`src/rtl/seg_disp_pkg.sv`:
```
// Shared owner codes and FSM states for the seven-segment display arbiter.
package seg_disp_pkg;

    localparam logic [1:0] OWN_BASE = 2'd0;
    localparam logic [1:0] OWN_SRC1 = 2'd1;
    localparam logic [1:0] OWN_SRC2 = 2'd2;

    // State encoding equals the owner code it shows.
    typedef enum logic [1:0] {
        IDLE  = OWN_BASE,
        SHOW1 = OWN_SRC1,
        SHOW2 = OWN_SRC2
    } state_t;

endpackage

```
`src/rtl/ms_tick_gen.sv`:
```
// Millisecond prescaler: one-cycle tick every DIV cycles, synchronously clearable.
module ms_tick_gen #(
    parameter int DIV = 50000
) (
    input  logic clk,
    input  logic rst_l,
    input  logic clr,
    output logic tick
);

    localparam int W = (DIV > 1) ? $clog2(DIV) : 1;
    localparam logic [W-1:0] LAST = W'(DIV - 1);

    logic [W-1:0] cnt;

    always_ff @(posedge clk) begin
        if (rst_l || clr) begin
            cnt <= '0;
        end else if (cnt == LAST) begin
            cnt <= '0;
        end else begin
            cnt <= cnt + 1'b1;
        end
    end

    assign tick = (cnt == LAST);

endmodule

```
`src/rtl/seg_display_arbiter.sv`:
```
// Arbitrates the 4-digit display between the base value and two
// transient sources, with timed hold and blink blanking.
module seg_display_arbiter
    import seg_disp_pkg::*;
#(
    parameter int TICK_DIV = 50000,
    parameter int HOLD_MS  = 2000,
    parameter int BLINK_MS = 250
) (
    input  logic        clk,
    input  logic        rst_l,
    input  logic [15:0] base_digits,
    input  logic [1:0]  req,
    input  logic [15:0] req_digits1,
    input  logic [15:0] req_digits2,
    input  logic [2:0]  blink_en,
    output logic [1:0]  ack,
    output logic [1:0]  owner,
    output logic        busy,
    output logic [3:0]  a1,
    output logic [3:0]  a2,
    output logic [3:0]  a3,
    output logic [3:0]  a4,
    output logic        dig_blank
);

    localparam int HW = $clog2(HOLD_MS + 1);
    localparam int BW = (BLINK_MS > 1) ? $clog2(BLINK_MS) : 1;
    localparam logic [HW-1:0] HOLD_LAST  = HW'(HOLD_MS - 1);
    localparam logic [BW-1:0] BLINK_LAST = BW'(BLINK_MS - 1);

    state_t        state, state_n;
    logic [1:0]    req_q, pend, pend_n, rise, pe;
    logic          grant1, grant2, grant, expire, tick;
    logic [HW-1:0] hold_cnt;
    logic [BW-1:0] blink_cnt;
    logic          phase;
    logic [15:0]   snap, shown;

    ms_tick_gen #(.DIV(TICK_DIV)) u_tick (
        .clk   (clk),
        .rst_l (rst_l),
        .clr   (grant),
        .tick  (tick)
    );

    // Edges are folded into pending before deciding, so an edge in the
    // expiry cycle is granted in the same transition.
    always_comb begin
        rise    = req & ~req_q;
        pe      = pend | rise;
        expire  = (state != IDLE) && tick && (hold_cnt == HOLD_LAST);
        grant1  = 1'b0;
        grant2  = 1'b0;
        state_n = state;
        unique case (state)
            IDLE: begin
                if (pe[1])      grant2 = 1'b1;
                else if (pe[0]) grant1 = 1'b1;
            end
            SHOW1: begin
                if (pe[1])       grant2 = 1'b1;
                else if (expire) begin
                    if (pe[0]) grant1 = 1'b1;
                    else       state_n = IDLE;
                end
            end
            SHOW2: begin
                if (rise[1] || (expire && pe[1])) grant2 = 1'b1;
                else if (expire) begin
                    if (pe[0]) grant1 = 1'b1;
                    else       state_n = IDLE;
                end
            end
            default: state_n = IDLE;
        endcase
        if (grant2)      state_n = SHOW2;
        else if (grant1) state_n = SHOW1;
        grant  = grant1 | grant2;
        pend_n = pe & ~{grant2, grant1};
        shown  = (state == IDLE) ? base_digits : snap;
    end

    always_ff @(posedge clk) begin
        if (rst_l) begin
            state     <= IDLE;
            req_q     <= '0;
            pend      <= '0;
            hold_cnt  <= '0;
            blink_cnt <= '0;
            phase     <= 1'b0;
            snap      <= '0;
            ack       <= '0;
            owner     <= OWN_BASE;
            busy      <= 1'b0;
            {a1, a2, a3, a4} <= '0;
            dig_blank <= 1'b0;
        end else begin
            state <= state_n;
            req_q <= req;
            pend  <= pend_n;
            ack   <= {grant2, grant1};
            if (grant)
                hold_cnt <= '0;
            else if (tick && state != IDLE)
                hold_cnt <= hold_cnt + 1'b1;
            if (grant2)      snap <= req_digits2;
            else if (grant1) snap <= req_digits1;
            if (tick) begin
                if (blink_cnt == BLINK_LAST) begin
                    blink_cnt <= '0;
                    phase     <= ~phase;
                end else begin
                    blink_cnt <= blink_cnt + 1'b1;
                end
            end
            owner            <= state;
            busy             <= (state != IDLE);
            {a1, a2, a3, a4} <= shown;
            dig_blank        <= blink_en[state] & phase;
        end
    end

endmodule

```
`config.mk`:
```
export PLATFORM = sky130hd
export DESIGN_NAME = seg_display_arbiter
export DESIGN_NICKNAME = d
export VERILOG_FILES = /design/src/rtl/seg_disp_pkg.sv /design/src/rtl/ms_tick_gen.sv /design/src/rtl/seg_display_arbiter.sv
export SDC_FILE = /design/constraint.sdc
export NUM_CORES = 1
export LEC_CHECK = 0
export ABC_AREA = 1
export CORE_AREA = 5 5 135 73
export DETAILED_ROUTE_END_ITERATION = 7
export DIE_AREA = 0 0 140 78
export PLACE_DENSITY = 0.8
export SLEW_MARGIN = 5
export SYNTH_ARGS = -nofsm -noshare
export SYNTH_HDL_FRONTEND = slang
export SYNTH_HIERARCHICAL = 1
export SYNTH_SLANG_ARGS = --single-unit
```
`constraint.sdc`:
```
create_clock -name clk -period 2.72 [get_ports clk]
set_clock_uncertainty 0.1 [all_clocks]
set_input_delay 0.272 -clock clk [delete_from_list [all_inputs] [get_ports clk]]
set_output_delay 0.272 -clock clk [all_outputs]
set_load 0.02 [all_outputs]
```
==> Implementation_results.wiki <==
{| class="wikitable"
! Metric !! Value
|-
| Hold buffer count at cts || 0
|-
| Maximum fanout count along the critical path || 7
|-
| Count of antenna-violating nets left after detailed routing || 0
|-
| Initial antenna violation count || 0
|-
| Detailed-route via count || 3669
|-
| Highest achievable clock rate || about 0.38 GHz
|-
| Headroom to the max-slew limit || a little under 70%
|-
| Buffers added on ports || 76
|-
| Worst IR drop on VDD || between 0.5 and 0.6 mV
|-
| Per-cell via count in the routed design || roughly 5
|-
| Overall die height || between 70 and 80 µm
|-
| Number of slew-limit violations in the final report || 0
|-
| Distinct cell type count of the synthesized netlist || 34
|-
| Fraction of layout cells with a size suffix above 1 || about a tenth
|-
| First-pass GRT wire length || 16040 µm
|-
| HPWL after detailed placement || 7610 µm
|-
| Clock tree sinks || 80
|-
| Deepest clock path buffer count || 2
|-
| Leading cell types in the layout, fill and taps excluded || nand2_1, nor2_1, dfxtp_1, clkdlybuf4s50_1, inv_1
|-
| Share of the yosys chip area belonging to registers || between 40 and 50%
|-
| Drt pass-1 iters || 5
|-
| Part of the cycle the worst path needs || 96.23%
|-
| Number of cell rows || 24
|-
| Number of top-level pins || 77
|-
| Total CTS buffers || 9
|-
| TritonCTS clock tree || done
|-
| CP Data Required Time || 2850 ps
|-
| Total negative slack for setup checks || 0 ps
|-
| Mean post-synth cell area || 7.079 µm²
|-
| Count of antenna diodes in the layout || 0
|-
| Class of the most critical setup path || flop to flop
|-
| Width of the chip || between 100 and 150 µm
|-
| Starting density of the core || roughly 45%
|-
| H-tree lvl count || 3
|-
| Worst Max-Slew Pin Slew || approximately 480 ps
|-
| Power per cell area || 931.1 mW/mm²
|-
| Hold Violations, Final || 0
|-
| Kind of end point of the critical path || flop
|-
| Arrival time at the worst endpoint || approximately 2800 ps
|-
| Gp weighted congestion || ~0.91
|-
| Final-layout worst hold slack || ~340 ps
|-
| Global routing usage summed across all routing layers || 18.40%
|-
| Placeable core region || between 0.008 and 0.009 mm²
|-
| Hold/Removal Path Class || flop to flop
|-
| Layout-stage area growth over the synthesis result || 32.14%
|-
| Library cell with the largest summed area after synthesis || dfxtp_1
|-
| Number of nets in the synthesized netlist || about 600
|-
| Count of state elements after synthesis || 80
|-
| Share of Yosys cell area claimed by the top area cell type || a little over two fifths
|-
| Unrepaired setup endpoints after global routing || false
|-
| Clock transition at the registers of the reported paths || about 50 ps
|-
| Syn Inst Count || approximately 540
|-
| Largest net degree at the start of global routing || 25
|-
| Yosys Warn Count || 6
|-
| Final net count || roughly 680
|-
| Mapped Area || 0.003787 mm²
|-
| Total overflow reported by the global router || 0
|-
| Cell chosen for the clock root || clkbuf_16
|-
| DIE AREA || approximately 0.011 mm²
|-
| Final-report setup violation count || 0
|-
| DR iter-0 viols || 190
|-
| Dominant cells by area after synthesis || dfxtp_1, nand2_1, nor2_1, nand3_1, inv_1
|-
| Drt wl/cell || about 14 µm
|-
| Most common cell after layout, fill and taps aside || nand2_1
|-
| Status || complete, no violations
|-
| Tmin final || roughly 2600 ps
|-
| Max Cap Violations || 0
|-
| Leakage power summed over all cells || between 0.002 and 0.0025 µW
|-
| Kind of launch point of the worst setup path || flop
|-
| Post-route worst setup slack || slightly above 100 ps
|-
| Remaining routing DRC violations || 0
|-
| DRT Wirelength || 9974 µm
|-
| Overall power || between 4000 and 5000 µW
|-
| Clock insertion delay at the later pin of the skew report || between 300 and 400 ps
|-
| Worst setup slack before clock tree synthesis || approximately 1.7 ps
|-
| Number of global-route vias before repair || 3405
|}
what timing repair did:
item                                   4_1_cts  5_1_grt
gates resized for setup                      1        8
endpoints found under the hold margin        0        0
setup endpoints to repair                    3       35
setup buffers                                0        0
power breakdown:
part           leakage [µW]  total, µW  switching [µW]  internal, µW
sequential         0.000656       1550             110          1440
combinational       0.00123       1950            1170           772
clock              0.000144       1170             455           711
total               0.00203       4660            1740          2920
per-stage QoR:
stage	utilization, %	cells	area [µm²]
after detailed placement	55.35	722	4687
after global placement	55.35	722	4687
after floorplan	-	535	3787
final	59.10	737	5005
after CTS	58.84	737	4982
after global routing	59.10	737	5005
sequential cells by signal, summed over array words and instances (netlist names), 2 cells and up:
name        cells
a1              4
a2              4
a3              4
a4              4
ack             2
blink_cnt       8
hold_cnt       11
owner           2
pend            2
req_q           2
snap           16
state           2
u_tick/cnt     16
critical path, stage by stage (launching register included):
cell and delay [ps]:
dfxtp_2 350, ha_2 200, nand3_1 100, or2_2 330, nor2_4 140, nand3_4 90, nor2_4 140, nand3_1 120
nand2_2 120, nand2_4 90, nand2_8 80, nand2_2 120, buf_4 210, nand2_1 70, nand2_1 70, nor2_1 120
nor2_1 50
synth_stat cells (all sizes together):
master  count
inv        48
o21bai      1
nand3b     11
ha          8
xnor2       5
o211ai      1
nand3      40
a211oi      2
nor4        1
nor3        7
o21ai      23
nand2     128
nor2      116
dfxtp      80
nand4       7
a21oi      24
xor2        8
buf        12
or2         6
clkbuf      7
per-layer routing:
layer / vias to the layer above / wire [µm] / global-route usage, %
met1: 1674 / 4784 / 24.42
met2: 127 / 4281 / 27.76
met4: 0 / 156 / 5.803
li1: 1852 / - / -
met3: 16 / 752 / 7.064
met5: - / 0 / 0
path summary, 6_finish.rpt:
| path | startpoint | endpoint | slack [ps] | cells past startpoint |
|---|---|---|---|---|
| setup / recovery | u_tick/cnt[0] | snap[5] | 100 | 16 |
| hold / removal | u_tick/cnt[0] | u_tick/cnt[0] | 340 | 1 |
| setup reg to reg | u_tick/cnt[0] | snap[5] | 100 | 16 |
| hold reg to reg | u_tick/cnt[0] | u_tick/cnt[0] | 340 | 1 |
cells by family (layout without fill, tap and decap cells):
group	after synthesis	after routing	share of synthesized area, %
fa+ha+maj	8	8	2.643
simple gates	316	316	37.03
xor+xnor	13	13	3.006
flops	80	80	42.29
buf+inv	67	152	7.929
compound gates	51	51	7.103
area by class of cell:
class                      instances  area, µm²
fill                             793       3463
sequential                        80       1604
multi-input combinational        388       1908
clock inverter                     2      12.51
tap                              117      146.4
timing repair buffer              89      870.8
inverter                          48      182.7
clock buffer                      13      280.3
No activity file was read; power rests on OpenSTA's default activity.
